**src/rtl/fpu_taylor_srv.sv**
```systemverilog
// Operation server for the Taylor-series FPU sequencer: Num/Den share one multiplier, Sum owns the adder.
// Optional per-engine timeout watchdog is compiled in with `define FPU_TAYLOR_SRV_WDOG_EN.
module fpu_taylor_srv #(
  parameter int CExpLen  = 8,
  parameter int CMantLen = 28,
  parameter int CWdogLen = 64,
  localparam int CDataLen = 1 + CExpLen + CMantLen
) (
  input  logic                AClkH,
  input  logic                AResetH,
  input  logic                AClkHEn,
  input  logic [CDataLen-1:0] ANumDataS,
  input  logic [CDataLen-1:0] ANumDataU,
  input  logic                ANumReq,
  output logic [CDataLen-1:0] ANumDataR,
  output logic                ANumAck,
  input  logic [CDataLen-1:0] ADenDataS,
  input  logic [CDataLen-1:0] ADenDataU,
  input  logic                ADenReq,
  output logic [CDataLen-1:0] ADenDataR,
  output logic                ADenAck,
  input  logic [CDataLen-1:0] ASumDataS,
  input  logic [CDataLen-1:0] ASumDataU,
  input  logic                ASumReq,
  output logic [CDataLen-1:0] ASumDataR,
  output logic                ASumAck,
  output logic [CDataLen-1:0] AMulS,
  output logic [CDataLen-1:0] AMulU,
  output logic                AMulStart,
  input  logic [CDataLen-1:0] AMulRes,
  input  logic                AMulAck,
  output logic [CDataLen-1:0] AAddS,
  output logic [CDataLen-1:0] AAddU,
  output logic                AAddStart,
  input  logic [CDataLen-1:0] AAddRes,
  input  logic                AAddAck,
  output logic                AOvf,
  output logic                AWdogErr
);

  typedef enum logic {GntNum = 1'b0, GntDen = 1'b1} gnt_e;

  logic                num_vld_q, den_vld_q, sum_vld_q;
  logic                num_vld_d, den_vld_d, sum_vld_d;
  logic [CDataLen-1:0] num_s_q, num_u_q, den_s_q, den_u_q, sum_s_q, sum_u_q;
  logic [CDataLen-1:0] num_r_q, den_r_q, sum_r_q;
  logic                num_ack_q, den_ack_q, sum_ack_q;
  logic                mul_busy_q, mul_busy_d, mul_start_q;
  gnt_e                mul_gnt_q, mul_gnt_d;
  logic                add_busy_q, add_busy_d, add_start_q;
  logic                ovf_q, ovf_set;

  logic                mul_take, add_take, mul_to, add_to, mul_done, add_done;
  logic                num_free, den_free, sum_free;
  logic                num_acc, den_acc, sum_acc;
  logic                mul_free, num_cand, den_cand, mul_issue, add_issue;
  logic [CDataLen-1:0] mul_res, add_res;

  // An engine ack only counts while an op is in flight; strays after reset or abort fall through.
  always_comb begin
    mul_take  = AMulAck & mul_busy_q;
    add_take  = AAddAck & add_busy_q;
    mul_done  = mul_take | mul_to;
    add_done  = add_take | add_to;
    mul_res   = mul_to ? '0 : AMulRes;
    add_res   = add_to ? '0 : AAddRes;
    num_free  = mul_done & (mul_gnt_q == GntNum);
    den_free  = mul_done & (mul_gnt_q == GntDen);
    sum_free  = add_done;
    num_acc   = ANumReq & (~num_vld_q | num_free);
    den_acc   = ADenReq & (~den_vld_q | den_free);
    sum_acc   = ASumReq & (~sum_vld_q | sum_free);
    num_vld_d = num_acc | (num_vld_q & ~num_free);
    den_vld_d = den_acc | (den_vld_q & ~den_free);
    sum_vld_d = sum_acc | (sum_vld_q & ~sum_free);
    ovf_set   = (ANumReq & ~num_acc) | (ADenReq & ~den_acc) | (ASumReq & ~sum_acc);

    // Round-robin: on a tie the channel granted last time yields.
    mul_free  = ~mul_busy_q | mul_done;
    num_cand  = num_vld_d & mul_free;
    den_cand  = den_vld_d & mul_free;
    mul_issue = num_cand | den_cand;
    mul_gnt_d = mul_gnt_q;
    if (den_cand && (!num_cand || mul_gnt_q == GntNum)) begin
      mul_gnt_d = GntDen;
    end else if (num_cand) begin
      mul_gnt_d = GntNum;
    end
    mul_busy_d = mul_issue | (mul_busy_q & ~mul_done);
    add_issue  = sum_vld_d & (~add_busy_q | add_done);
    add_busy_d = add_issue | (add_busy_q & ~add_done);
  end

  always_ff @(posedge AClkH) begin
    if (AResetH) begin
      num_vld_q   <= 1'b0;
      den_vld_q   <= 1'b0;
      sum_vld_q   <= 1'b0;
      num_s_q     <= '0;
      num_u_q     <= '0;
      den_s_q     <= '0;
      den_u_q     <= '0;
      sum_s_q     <= '0;
      sum_u_q     <= '0;
      num_r_q     <= '0;
      den_r_q     <= '0;
      sum_r_q     <= '0;
      num_ack_q   <= 1'b0;
      den_ack_q   <= 1'b0;
      sum_ack_q   <= 1'b0;
      mul_busy_q  <= 1'b0;
      mul_start_q <= 1'b0;
      mul_gnt_q   <= GntDen;
      add_busy_q  <= 1'b0;
      add_start_q <= 1'b0;
      ovf_q       <= 1'b0;
    end else if (AClkHEn) begin
      num_vld_q <= num_vld_d;
      den_vld_q <= den_vld_d;
      sum_vld_q <= sum_vld_d;
      if (num_acc) begin
        num_s_q <= ANumDataS;
        num_u_q <= ANumDataU;
      end
      if (den_acc) begin
        den_s_q <= ADenDataS;
        den_u_q <= ADenDataU;
      end
      if (sum_acc) begin
        sum_s_q <= ASumDataS;
        sum_u_q <= ASumDataU;
      end
      if (num_free) num_r_q <= mul_res;
      if (den_free) den_r_q <= mul_res;
      if (sum_free) sum_r_q <= add_res;
      num_ack_q   <= num_free;
      den_ack_q   <= den_free;
      sum_ack_q   <= sum_free;
      mul_busy_q  <= mul_busy_d;
      mul_gnt_q   <= mul_gnt_d;
      mul_start_q <= mul_issue;
      add_busy_q  <= add_busy_d;
      add_start_q <= add_issue;
      if (ovf_set) ovf_q <= 1'b1;
    end
  end

`ifdef FPU_TAYLOR_SRV_WDOG_EN
  localparam int CWdogW = $clog2(CWdogLen + 1);
  logic [CWdogW-1:0] mul_wd_q, add_wd_q;
  logic              wdog_err_q;

  // Counter is zero in the start cycle, so the abort lands on the CWdogLen-th cycle of flight.
  assign mul_to = mul_busy_q & ~mul_take & (mul_wd_q == CWdogW'(CWdogLen - 1));
  assign add_to = add_busy_q & ~add_take & (add_wd_q == CWdogW'(CWdogLen - 1));

  always_ff @(posedge AClkH) begin
    if (AResetH) begin
      mul_wd_q   <= '0;
      add_wd_q   <= '0;
      wdog_err_q <= 1'b0;
    end else if (AClkHEn) begin
      if (mul_issue)       mul_wd_q <= '0;
      else if (mul_busy_q) mul_wd_q <= mul_wd_q + CWdogW'(1);
      if (add_issue)       add_wd_q <= '0;
      else if (add_busy_q) add_wd_q <= add_wd_q + CWdogW'(1);
      if (mul_to || add_to) wdog_err_q <= 1'b1;
    end
  end

  assign AWdogErr = wdog_err_q;
`else
  assign mul_to   = 1'b0;
  assign add_to   = 1'b0;
  assign AWdogErr = 1'b0;
`endif

  // Engine operands come straight from the granted slot, which is held until the engine acks.
  assign AMulS     = (mul_gnt_q == GntDen) ? den_s_q : num_s_q;
  assign AMulU     = (mul_gnt_q == GntDen) ? den_u_q : num_u_q;
  assign AMulStart = mul_start_q;
  assign AAddS     = sum_s_q;
  assign AAddU     = sum_u_q;
  assign AAddStart = add_start_q;
  assign ANumDataR = num_r_q;
  assign ANumAck   = num_ack_q;
  assign ADenDataR = den_r_q;
  assign ADenAck   = den_ack_q;
  assign ASumDataR = sum_r_q;
  assign ASumAck   = sum_ack_q;
  assign AOvf      = ovf_q;

endmodule

```
**config.mk**
```make
export PLATFORM = sky130hd
export DESIGN_NAME = fpu_taylor_srv
export DESIGN_NICKNAME = d
export VERILOG_FILES = /design/src/rtl/fpu_taylor_srv.sv
export SDC_FILE = /design/constraint.sdc
export NUM_CORES = 1
export LEC_CHECK = 0
export CAP_MARGIN = 30
export CELL_PAD_IN_SITES_DETAIL_PLACEMENT = 0
export CELL_PAD_IN_SITES_GLOBAL_PLACEMENT = 2
export CORE_UTILIZATION = 25
export CTS_CLUSTER_SIZE = 10
export DETAILED_ROUTE_END_ITERATION = 8
export MAX_ROUTING_LAYER = met4
export PLACE_DENSITY = 0.85
export SETUP_SLACK_MARGIN = 0.3
export SKIP_LAST_GASP = 1
export SYNTH_ARGS = -nofsm -noshare
export SYNTH_HDL_FRONTEND = slang
export SYNTH_SLANG_ARGS = --single-unit
export TNS_END_PERCENT = 30
```
**constraint.sdc**
```tcl
create_clock -name AClkH -period 2 [get_ports AClkH]
set_input_delay 0.5 -clock AClkH [delete_from_list [all_inputs] [get_ports AClkH]]
set_output_delay 0.5 -clock AClkH [all_outputs]
set_load 0.03 [all_outputs]
```
==> results.md <==
* Status: complete, but fails checks
* Failing checks: setup timing
* Async SR Flop Fraction at 0
* GRT Residual Overflow at 0
* Critical path endpoint category: output pin
* Die area at 59,700 um^2
* Post-Place Cells at 2,896
* Arrival @ worst endpoint at 1.85 ns
* CTS tree: built
* Hold path depth at 2
* Data required time of the critical path at 1.50 ns
* Antenna violations before repair at 3
* Crit-path max cell delay at 0.37 ns
* R2R Path Start: mul_gnt_q$_SDFFE_PP1P_
* Max FO, Critical Path at 7
* Mean Syn Cell Area at 9.11 um^2
* Insertion delay to the later sink of the worst-skew pair at 0.56 ns
* Initial core utilization at 0.254
* Worst Path Buf+Inv at 5
* Via density at 4.46
* Core area at 57,900 um^2
* Total number of vias at 13,317
* Final hold vios at 0
* Fmax at 425 MHz
* Fillers at 5,742
* Die height at 244 um
* Leak at 9.00 nW
* Cell count of the worst reg-to-reg path at 6
* Post-synthesis instance total at 1,611
* Share of cells above drive strength 1 at 0.182
* Yosys warns at 0
* Post-synth EDFFs at 0
* Cts bufs inserted at 44
* Final Slew Violations at 0
* H-tree depth at 2
* Top FF cell, synth: dfxtp_1
* Worst r2r dst: num_s_q[29]$_SDFFE_PP0P_
* Cells along the critical path: buf_6 > buf_12 > buf_6 > buf_8 > mux2_4 > buf_6
* CTS Sinks at 345
* R2r setup slk at 0.24 ns
* Cell Rows at 88
* DRC at 0
* Final setup violation count at 197
* Most common cell after layout, fill and taps aside: clkdlybuf4s50_1
* Area growth syn-to-layout at 59.5%
* CP startpoint kind: flop
* Max-cap violations at 0
* Vias in the first global route at 13,376
* Port bufs at 568
* Total routed wirelength at 52,000 um
* Crit-path slowest cell: dfxtp_4
* Hold Path Origin: AResetH
* Die X at 244 um
* Min-Delay Path Class: in -> reg
* Synth top area cells: dfxtp_1, nand2b_1, mux2i_1
* Hold worst-path end: ADenDataR[13]$_SDFFE_PP0P_
* Gr usage total at 0.170
* Cts hold-fix bufs at 0
* Synth top area share at 0.470
* Family with the most delay on the worst path: buffers and inverters
* Post-synthesis sequential area ratio at 0.470
* RePlAce Congestion at 0.835
* Routed WL per cell at 17.4 um
* HPWL Detailed at 37,900 um
* Cell variety after synth at 41
* RSZ-0062 raised after global routing: yes
* Antenna Nets Post-Route at 0
* Crit Path Category: reg -> out
* IO Count at 570
* VDD IR max at 0.000531 V
* Non-Filler Instances at 2,989
* Largest net degree at the start of global routing at 78
* WP depth at 6
* Syn Nets at 1,915
* Clock tree buffer depth at 3
* Global-route wire length before repair at 77,700 um
* # nets final at 2,504
* Commonest cells after routing, fill and taps aside: clkdlybuf4s50_1, dfxtp_1, nand2b_1, nand2_1, a21oi_1
* Reg clk slew, reported paths at 0.05 ns
* Post-Place Setup Slack at -0.204 ns
* Post-synth top area cell: dfxtp_1
* Clock tree root driver cell: clkbuf_16
* Final setup skew at 0.0225 ns
* Post-Syn Area at 14,700 um^2
* Cell Pwr Density at 764 nW/um^2
* Most used cell along the critical path: buf_6
* Synthesis-stage register bit count at 345
* Final setup margin at -0.354 ns
* Fin crit share at 1.18
* First-pass DRT Iterations at 4
* Minimum clock period at 2.35 ns
* DRC marker count from the first detailed-route iteration at 425
==> where the power goes <==
part | leakage (nW) | switching, W | internal (W)
logic | 5.52 | 0.00142 | 0.00168
registers | 2.81 | 0.000185 | 0.00716
clock network | 0.665 | 0.00298 | 0.00446
==> cell families (layout without fill, tap and decap cells) <==
logic type,after synthesis,count (layout),synth area share
DFF,345,345,0.470
muxes,222,222,0.158
AOI/OAI and AO/OA,282,282,0.0998
buffers and inverters,141,751,0.0525
and+or+nand+nor,620,620,0.219
other,1,4,0.000255
==> cells in the mapped netlist (4+ instances only) <==
| cell type | number |
|---|---|
| clkbuf_2 | 9 |
| mux2_2 | 74 |
| nand3_1 | 76 |
| nand2_1 | 228 |
| buf_2 | 40 |
| nand2b_1 | 301 |
| buf_6 | 8 |
| dfxtp_1 | 345 |
| a21oi_1 | 192 |
| clkbuf_1 | 62 |
| o21ai_0 | 75 |
| buf_4 | 14 |
| buf_8 | 6 |
| mux2i_1 | 148 |
| nor2_1 | 4 |
==> sequential cells by signal, summed over array words and instances (netlist names), 37 cells and up <==
name and flops:
den_s_q 37, num_s_q 37, den_u_q 37, AAddU 37, ANumDataR 37, ADenDataR 37, AAddS 37, ASumDataR 37
num_u_q 37
==> final cells by class <==
cell class | instances | area [um^2] | area share
diodes | 3 | 7.51 | 0.000320
clock buffers | 61 | 1300 | 0.0553
clock inverters | 6 | 45.0 | 0.00192
inverters | 1 | 3.75 | 0.000160
multi-input cells | 1125 | 7310 | 0.312
flip-flops and latches | 345 | 6910 | 0.295
well taps | 765 | 957 | 0.0409
repair buffers | 683 | 6900 | 0.294
==> routing by layer <==
| layer | track usage | wire (um) |
|---|---|---|
| met1 | 0.193 | 21200 |
| met2 | 0.291 | 25600 |
| met3 | 0.0539 | 4260 |
| met4 | 0.0401 | 937 |
| met5 | - | 0 |
==> timing repair <==
action / CTS / global route
gates cloned: 3 / 0
gates resized for setup: 660 / 169
setup buffers: 16 / 4
endpoints found under the setup margin: 392 / 332
pin swaps: 0 / 0
==> worst max-delay path by stage <==
stage,startpoint,to,slack [ns]
after global placement,AClkHEn,num_u_q[9]$_SDFFE_PP0P_,-0.14
after floorplan,mul_gnt_q$_SDFFE_PP1P_,AMulS[32],0.24
final,mul_gnt_q$_SDFFE_PP1P_,AMulU[4],-0.35
after detailed placement,AClkHEn,num_s_q[32]$_SDFFE_PP0P_,-0.20
after global routing,mul_gnt_q$_SDFFE_PP1P_,AMulU[4],-0.41
after CTS,mul_gnt_q$_SDFFE_PP1P_,AMulU[2],-0.45
==> per-stage QoR <==
| stage | utilization | hold slack, ns | total power (W) | setup TNS [ns] | area (um^2) |
|---|---|---|---|---|---|
| final | 0.404 | 0.387 | 0.0179 | -26.37 | 23400 |
| after global routing | 0.404 | 0.386 | 0.0186 | -38.66 | 23400 |
| after CTS | 0.400 | 0.349 | 0.0181 | -40.88 | 23200 |
| after detailed placement | 0.373 | 0.445 | 0.0103 | -23.94 | 21600 |
| after global placement | 0.373 | 0.442 | 0.0103 | -16.21 | 21600 |
| after floorplan | - | 0.445 | 0.00886 | 0 | 14700 |
No activity file was read; power rests on OpenSTA's default activity.
